### src/rtl/mux_scan_ctrl.sv
// mux_scan_ctrl: walks the select of an upstream CH:1 mux through every
// channel, lets each select settle for SETTLE cycles, samples the mux output
// and publishes the assembled word with a done pulse and a change flag.
module mux_scan_ctrl #(
    parameter int unsigned SEL_W  = 2,
    parameter int unsigned SETTLE = 1
) (
    input  logic                       clk,
    input  logic                       rst,
    input  logic                       start,
    input  logic                       cont,
    input  logic                       abort,
    input  logic                       y_in,
    output logic [SEL_W-1:0]           sel,
    output logic                       busy,
    output logic                       done,
    output logic [(1 << SEL_W)-1:0]    data_out,
    output logic                       changed
);

    localparam int unsigned CH    = 1 << SEL_W;
    localparam int unsigned CNT_W = 8;

    localparam logic [CNT_W-1:0] CNT_LAST = CNT_W'(SETTLE - 1);
    localparam logic [SEL_W-1:0] SEL_LAST = SEL_W'(CH - 1);

    typedef enum logic {
        IDLE = 1'b0,
        SCAN = 1'b1
    } state_t;

    state_t            state,    state_n;
    logic [SEL_W-1:0]  sel_n;
    logic [CNT_W-1:0]  cnt,      cnt_n;
    logic [CH-1:0]     shadow,   shadow_n;
    logic              busy_n;
    logic              done_n;
    logic [CH-1:0]     data_n;
    logic              changed_n;
    logic [CH-1:0]     word;

    // State and output registers; reset clears everything including the shadow word.
    always_ff @(posedge clk or posedge rst) begin
        if (rst) begin
            state    <= IDLE;
            sel      <= '0;
            cnt      <= '0;
            shadow   <= '0;
            busy     <= 1'b0;
            done     <= 1'b0;
            data_out <= '0;
            changed  <= 1'b0;
        end else begin
            state    <= state_n;
            sel      <= sel_n;
            cnt      <= cnt_n;
            shadow   <= shadow_n;
            busy     <= busy_n;
            done     <= done_n;
            data_out <= data_n;
            changed  <= changed_n;
        end
    end

    // Next-state logic: settle counting, per-channel sampling, word hand-off, abort.
    always_comb begin
        state_n   = state;
        sel_n     = sel;
        cnt_n     = cnt;
        shadow_n  = shadow;
        busy_n    = busy;
        done_n    = 1'b0;
        data_n    = data_out;
        changed_n = changed;
        // Last channel comes straight from the mux since its shadow bit is not yet written.
        word          = shadow;
        word[CH-1]    = y_in;

        case (state)
            IDLE: begin
                sel_n  = '0;
                cnt_n  = '0;
                busy_n = 1'b0;
                if (start) begin
                    state_n = SCAN;
                    busy_n  = 1'b1;
                end
            end
            SCAN: begin
                if (abort) begin
                    state_n = IDLE;
                    busy_n  = 1'b0;
                    sel_n   = '0;
                    cnt_n   = '0;
                end else if (cnt == CNT_LAST) begin
                    cnt_n         = '0;
                    shadow_n[sel] = y_in;
                    if (sel != SEL_LAST) begin
                        sel_n = sel + SEL_W'(1);
                    end else begin
                        sel_n     = '0;
                        data_n    = word;
                        done_n    = 1'b1;
                        changed_n = (word != data_out);
                        if (!cont) begin
                            state_n = IDLE;
                            busy_n  = 1'b0;
                        end
                    end
                end else begin
                    cnt_n = cnt + CNT_W'(1);
                end
            end
            default: begin
                state_n = IDLE;
                busy_n  = 1'b0;
                sel_n   = '0;
                cnt_n   = '0;
            end
        endcase
    end

endmodule
### config.mk
export PLATFORM = sky130hd
export DESIGN_NAME = mux_scan_ctrl
export DESIGN_NICKNAME = d
export VERILOG_FILES = /design/src/rtl/mux_scan_ctrl.sv
export SDC_FILE = /design/constraint.sdc
export NUM_CORES = 1
export LEC_CHECK = 0
export ABC_CLOCK_PERIOD_IN_PS = 2600
export BUFFER_PORTS_ARGS = -buffer_cell sky130_fd_sc_hd__buf_4
export CAP_MARGIN = 20
export CORE_ASPECT_RATIO = 0.8
export CORE_MARGIN = 4
export CORE_UTILIZATION = 40
export DETAILED_ROUTE_END_ITERATION = 10
export GPL_ROUTABILITY_DRIVEN = 0
export PLACE_DENSITY_LB_ADDON = 0.3
export SYNTH_ARGS = -nofsm -noshare
export SYNTH_HDL_FRONTEND = slang
export SYNTH_SLANG_ARGS = --single-unit
export TNS_END_PERCENT = 20
### constraint.sdc
create_clock -name clk -period 2.6 [get_ports clk]
set_input_delay 0.26 -clock clk [delete_from_list [all_inputs] [get_ports clk]]
set_output_delay 0.26 -clock clk [all_outputs]
set_load 0.02 [all_outputs]
# [Yosys cells after proc, flatten, opt, wreduce, memory -nomap -nowiden]
# Index checks and enable logic that the tools add are counted.
[word_totals] regBits=22 wordCells=50
[op_classes] addsub=2 n_lt_le_gt_ge=2 eq_ne=5 n_mux=25 bitwise_logic=3 n_reduce_logical=5
[ops] cell="two-way mux 8 bit" count=2
[ops] cell="one-hot mux 8 bit (2 select lines)" count=1
[ops] cell="two-way mux 1 bit" count=14
[ops] cell="adder 8 x 1 -> 8 bit (second input constant)" count=1
[ops] cell="logical NOT 8 bit" count=1
[ops] cell="two-way mux 2 bit" count=3
[ops] cell="inequality test 3 bit (second input constant)" count=2
[ops] cell="AND reduction 3 bit" count=2
[ops] cell="bitwise mux 4 bit" count=1
[ops] cell="inequality test 4 bit" count=1
[ops] cell="one-hot mux 1 bit (2 select lines)" count=2
[ops] cell="one-hot mux 2 bit (2 select lines)" count=1
[ops] cell="AND reduction 4 bit" count=1
[ops] cell="less-than comparator 2 x 3 -> 1 bit (second input constant)" count=1
[ops] cell="inequality test 3 x 2 -> 1 bit (second input constant)" count=1
[ops] cell="NOT 1 bit" count=3
[ops] cell="adder 2 x 1 -> 2 bit (second input constant)" count=1
[ops] cell="demux 1 bit (select 2 bit)" count=1
[ops] cell="greater-or-equal comparator 2 x 1 -> 1 bit (second input constant)" count=1
[ops] cell="inequality test 2 bit (second input constant)" count=1
[ops] cell="logical AND 1 bit" count=1

# [Longest topological paths before layout]
[logic_depth] depth_word=5 ltp_mapped=5 depth_no_buf=5

# [Worst setup path after synthesis]
# Ideal clock, no wire load.
[synth_path] path_kind="register to register" from="reg cnt[0]" to="reg changed" arrival_time_ps=1386 required_time_ps=2475 setup_slack_ps=1089 path_stages_with_launch=6 n_path_buf=0 synth_period_minus_slack_ps=1511 cell_sequence="dfrtp_1 > inv_1 > ha_1 > nor3b_4 > nand4_4 > mux2_2"
[synth_via] elab_chain_cells=2
[synth_rtl] item="start, declared" line="34" text="logic [CNT_W-1:0] cnt, cnt_n;"
[synth_rtl] item="start signal, assigned" line="56" text="cnt <= cnt_n;"
[synth_rtl] item="logical NOT 8 bit" line="95" text="end else if (cnt == CNT_LAST) begin"
[synth_rtl] item="AND reduction 4 bit (no line)"
[synth_rtl] item="end signal, assigned" line="61" text="changed <= changed_n;"
[synth_rtl] item="end, declared" line="18" text="output logic changed"
# Every way passes these cells.
# A chain may end at the register's enable or synchronous reset.

# [Final worst setup path]
[layout_path] from="reg cnt[0]" to="reg data_out[0]"
[layout_via] elab_chain_cells=2
[layout_rtl] item="logical NOT 8 bit" line="95"
[layout_rtl] item="AND reduction 4 bit (no line)"
[layout_rtl] item="end signal, assigned" line="60" text="data_out <= data_n;"
[layout_rtl] item="end, declared" line="17" text="output logic [(1 << SEL_W)-1:0] data_out,"
# Every way passes these cells.

==> summary.md <==
| Metric | Value |
|---|---|
| Status | `finished clean` |
| CP cell instances | `inv_1 > ha_1 > nor3b_4 > nand4_4 > mux2_2` |
| Top cells by area, synth | `dfrtp_1 (49%), mux2_2 (8.4%), ha_1 (7.0%)` |
| Layout cells sized above 1 | `0.296` |
| Root Buffer | `clkbuf_4` |
| Yosys warns | `0` |
| Worst Hold Class | `primary input to asynchronous set/reset pin` |
| Chip width | `65.8 um` |
| I/O pin cnt | `15` |
| GRT Util Overall | `0.131` |
| Largest net degree at the start of global routing | `22` |
| Compound-cell area share of the yosys netlist | `0.0749` |
| Drt pass-1 iters | `4` |
| DRC viols | `0` |
| P_sw | `178 uW` |
| WL per Instance | `between 10 and 15 um` |
| Nature of the critical path startpoint | `flop` |
| Row cnt | `16` |
| Worst setup path class | `flop to flop` |
| Comb pwr share | `0.186` |
| Die area | `3570 sq um` |
| CTS tree | `done` |
| Synth area leader | `dfrtp_1` |
| Flop pwr share | `0.582` |
| Post-synth top area share | `0.491` |
| CP Data Required Time | `around 2.8 ns` |
| Predominant post-synthesis flop cell | `dfrtp_1` |
| Area Growth Syn to Fin | `16.0%` |
| CP max-delay cell | `dfrtp_1` |
| Minimum clock period | `1.71 ns` |
| Die height | `about 54 um` |
| H-Tree Depth | `1` |
| Slew HR | `0.480` |
| Clk buf depth | `2` |
| Max Slew Vio Count | `0` |
| Initial Util | `0.428` |
| Final Skew | `around 0.01 ns` |
| IO buf count | `14` |
| Total gr overflow | `0` |
| TritonCTS Buffers | `3` |
| Sequential fraction of the synthesis area | `0.491` |
| Clock Power Share | `0.231` |
| CTS hold repair buffers | `0` |
| Final hold violations | `0` |
| DP HPWL | `1480 um` |
| Routed Antenna Nets | `0` |
| Worst-Margin Slew | `a little under 0.8 ns` |
| Main combinational cell family by area after synthesis | `simple AND/OR/NAND/NOR gates` |
| Synth top cells by count | `dfrtp_1 (21), mux2_2 (8), inv_1 (7)` |
| Post-Synth Adder-Cell Area | `0.0702` |
| Synthesized area per cell | `around 12 sq um` |
| ANT cells | `0` |
| DR iter-0 viols | `44` |
| Post-Synth Simple-Gate Area | `0.193` |
| Max Cap Viol | `0` |
| Via density | `5.08` |
| Finished Core Util | `0.496` |
| Fmax | `approximately 600 MHz` |
| Arr. time, crit path | `1.90 ns` |
| Int Pwr | `483 uW` |
| Worst skew pair latency | `about 0.3 ns` |
| Sw frac | `0.269` |
| Most frequent cell after synthesis | `dfrtp_1` |
| FF+latch count, synth | `21` |
| Post-CTS sizing | `0` |
| Peak supply drop | `259 uV` |
| Slowest stage delay, CP | `0.46 ns` |
| Async S/R FF share, synth | `1.00` |
| Sink Count | `21` |
| PD cells | `roughly 530 nW/um^2` |
| EDFF count, synth | `0` |
| Post-Syn Area | `1070 sq um` |
| Vias | `732` |
| Mux share of post-synthesis cell area | `0.0842` |
| Syn_nets | `between 100 and 150` |
| Vias in the first global route | `roughly 730` |
| Final nets | `121` |
| Leakage | `0.562 nW` |
| Critical Path End Type | `flop` |
| Reg clk slew, reported paths | `0.12 ns` |
| Tcrit/Tclk final | `0.658` |
| Xor/xnor cell area share of the yosys netlist | `0.0573` |
| # fillers | `228` |
| DRT Wirelength | `a little under 2000 um` |
| Postcts setup bufs | `0` |
| RSZ-0062 raised after global routing | `false` |
| Core box area | `2500 sq um` |
| Yosys cell types | `27` |
| Final setup fails | `0` |
| Synthesized instance count | `just over 90` |
| Sum Neg Setup Slack | `0 ns` |
| Initial antenna violation count | `0` |
| CP Max Fanout | `9` |
| First-pass GRT wire length | `between 3000 and 4000 um` |
-- worst paths after layout --
kind,slack (ns),startpoint,to,depth (start not counted)
worst max-delay path,0.89,cnt[0]$_DFF_PP0_,data_out[0]$_DFFE_PP0P_,5
worst min-delay path,0.1,rst,cnt[0]$_DFF_PP0_,2
worst max register to register,0.89,cnt[0]$_DFF_PP0_,data_out[0]$_DFFE_PP0P_,5
worst min register to register,0.52,changed$_DFFE_PP0P_,changed$_DFFE_PP0P_,1
max in group asynchronous,2.01,rst,data_out[3]$_DFFE_PP0P_,2
min in group clk,0.19,start,busy$_DFFE_PP0P_,2
-- placed cells by master (no fill, tap or decap), types with 2 or more instances in the layout --
| cell type | count |
|---|---|
| xor2_1 | 2 |
| a22o_1 | 2 |
| clkbuf_4 | 3 |
| a21oi_1 | 4 |
| nand3_1 | 5 |
| ha_1 | 6 |
| nor2b_1 | 2 |
| inv_1 | 7 |
| o21ai_0 | 3 |
| or3_1 | 2 |
| nor2_1 | 6 |
| buf_4 | 14 |
| dfrtp_1 | 21 |
| mux2_2 | 8 |
| xnor2_1 | 5 |
| nand4_1 | 5 |
-- cell families (layout without fill, tap and decap cells) --
family	count (synthesis)	count (layout)
AOI/OAI and AO/OA	12	12
xor gates and xnor gates	7	7
adders and majority gates	6	6
buffers and inverters	8	25
DFF	21	21
muxes	8	8
and+or+nand+nor	29	29
-- layer usage --
metal  routed length, um  up-vias  global-route usage
met5                   0        -                   0
met4                  10        0              0.0310
met1                 988      347               0.179
met3                 110        2              0.0493
met2                 817       17               0.196
li1                    -      366                   -
-- area by class of cell --
| class | count | area (sq um) | share of cell area |
|---|---|---|---|
| clock buffers | 4 | 26.3 | 0.0212 |
| inverters | 7 | 26.3 | 0.0212 |
| multi-input cells | 62 | 513 | 0.413 |
| flip-flops and latches | 21 | 526 | 0.423 |
| well taps | 36 | 45.0 | 0.0363 |
| repair buffers | 14 | 105 | 0.0847 |
-- state kept, by name, summed over array words and instances, names as in the netlist --
signal    flops
cnt           8
sel           2
data_out      4
state         1
changed       1
busy          1
shadow        3
done          1
-- stage by stage --
stage          total power [mW]  worst slack [ns]  hold slack (ns)  instances  instance area [sq um]
6_report                  0.660             0.890           0.0960        144                   1240
5_1_grt                   0.701             0.748            0.161        144                   1240
4_1_cts                   0.668             0.875            0.118        144                   1240
3_5_place_dp              0.516             0.892            0.461        140                   1210
3_3_place_gp              0.511             0.980            0.453        140                   1210
2_1_floorplan             0.471              1.09            0.237         91                   1070
-- worst max-delay path, delay by kind of cell (launching register included) --
kind / cells / cell delay [ns]
fa+ha+maj: 1 / 0.14
buf+inv: 1 / 0.08
flops: 1 / 0.46
mux: 1 / 0.32
simple gates: 2 / 0.59
-- power groups by stage --
stage	Combinational (mW)	Clock, mW	Sequential [mW]
6_report	0.123	0.153	0.384
5_1_grt	0.138	0.173	0.390
4_1_cts	0.124	0.159	0.385
3_5_place_dp	0.124	0	0.392
3_3_place_gp	0.122	0	0.389
2_1_floorplan	0.0700	0	0.401
(Power assumes the default switching activity.)
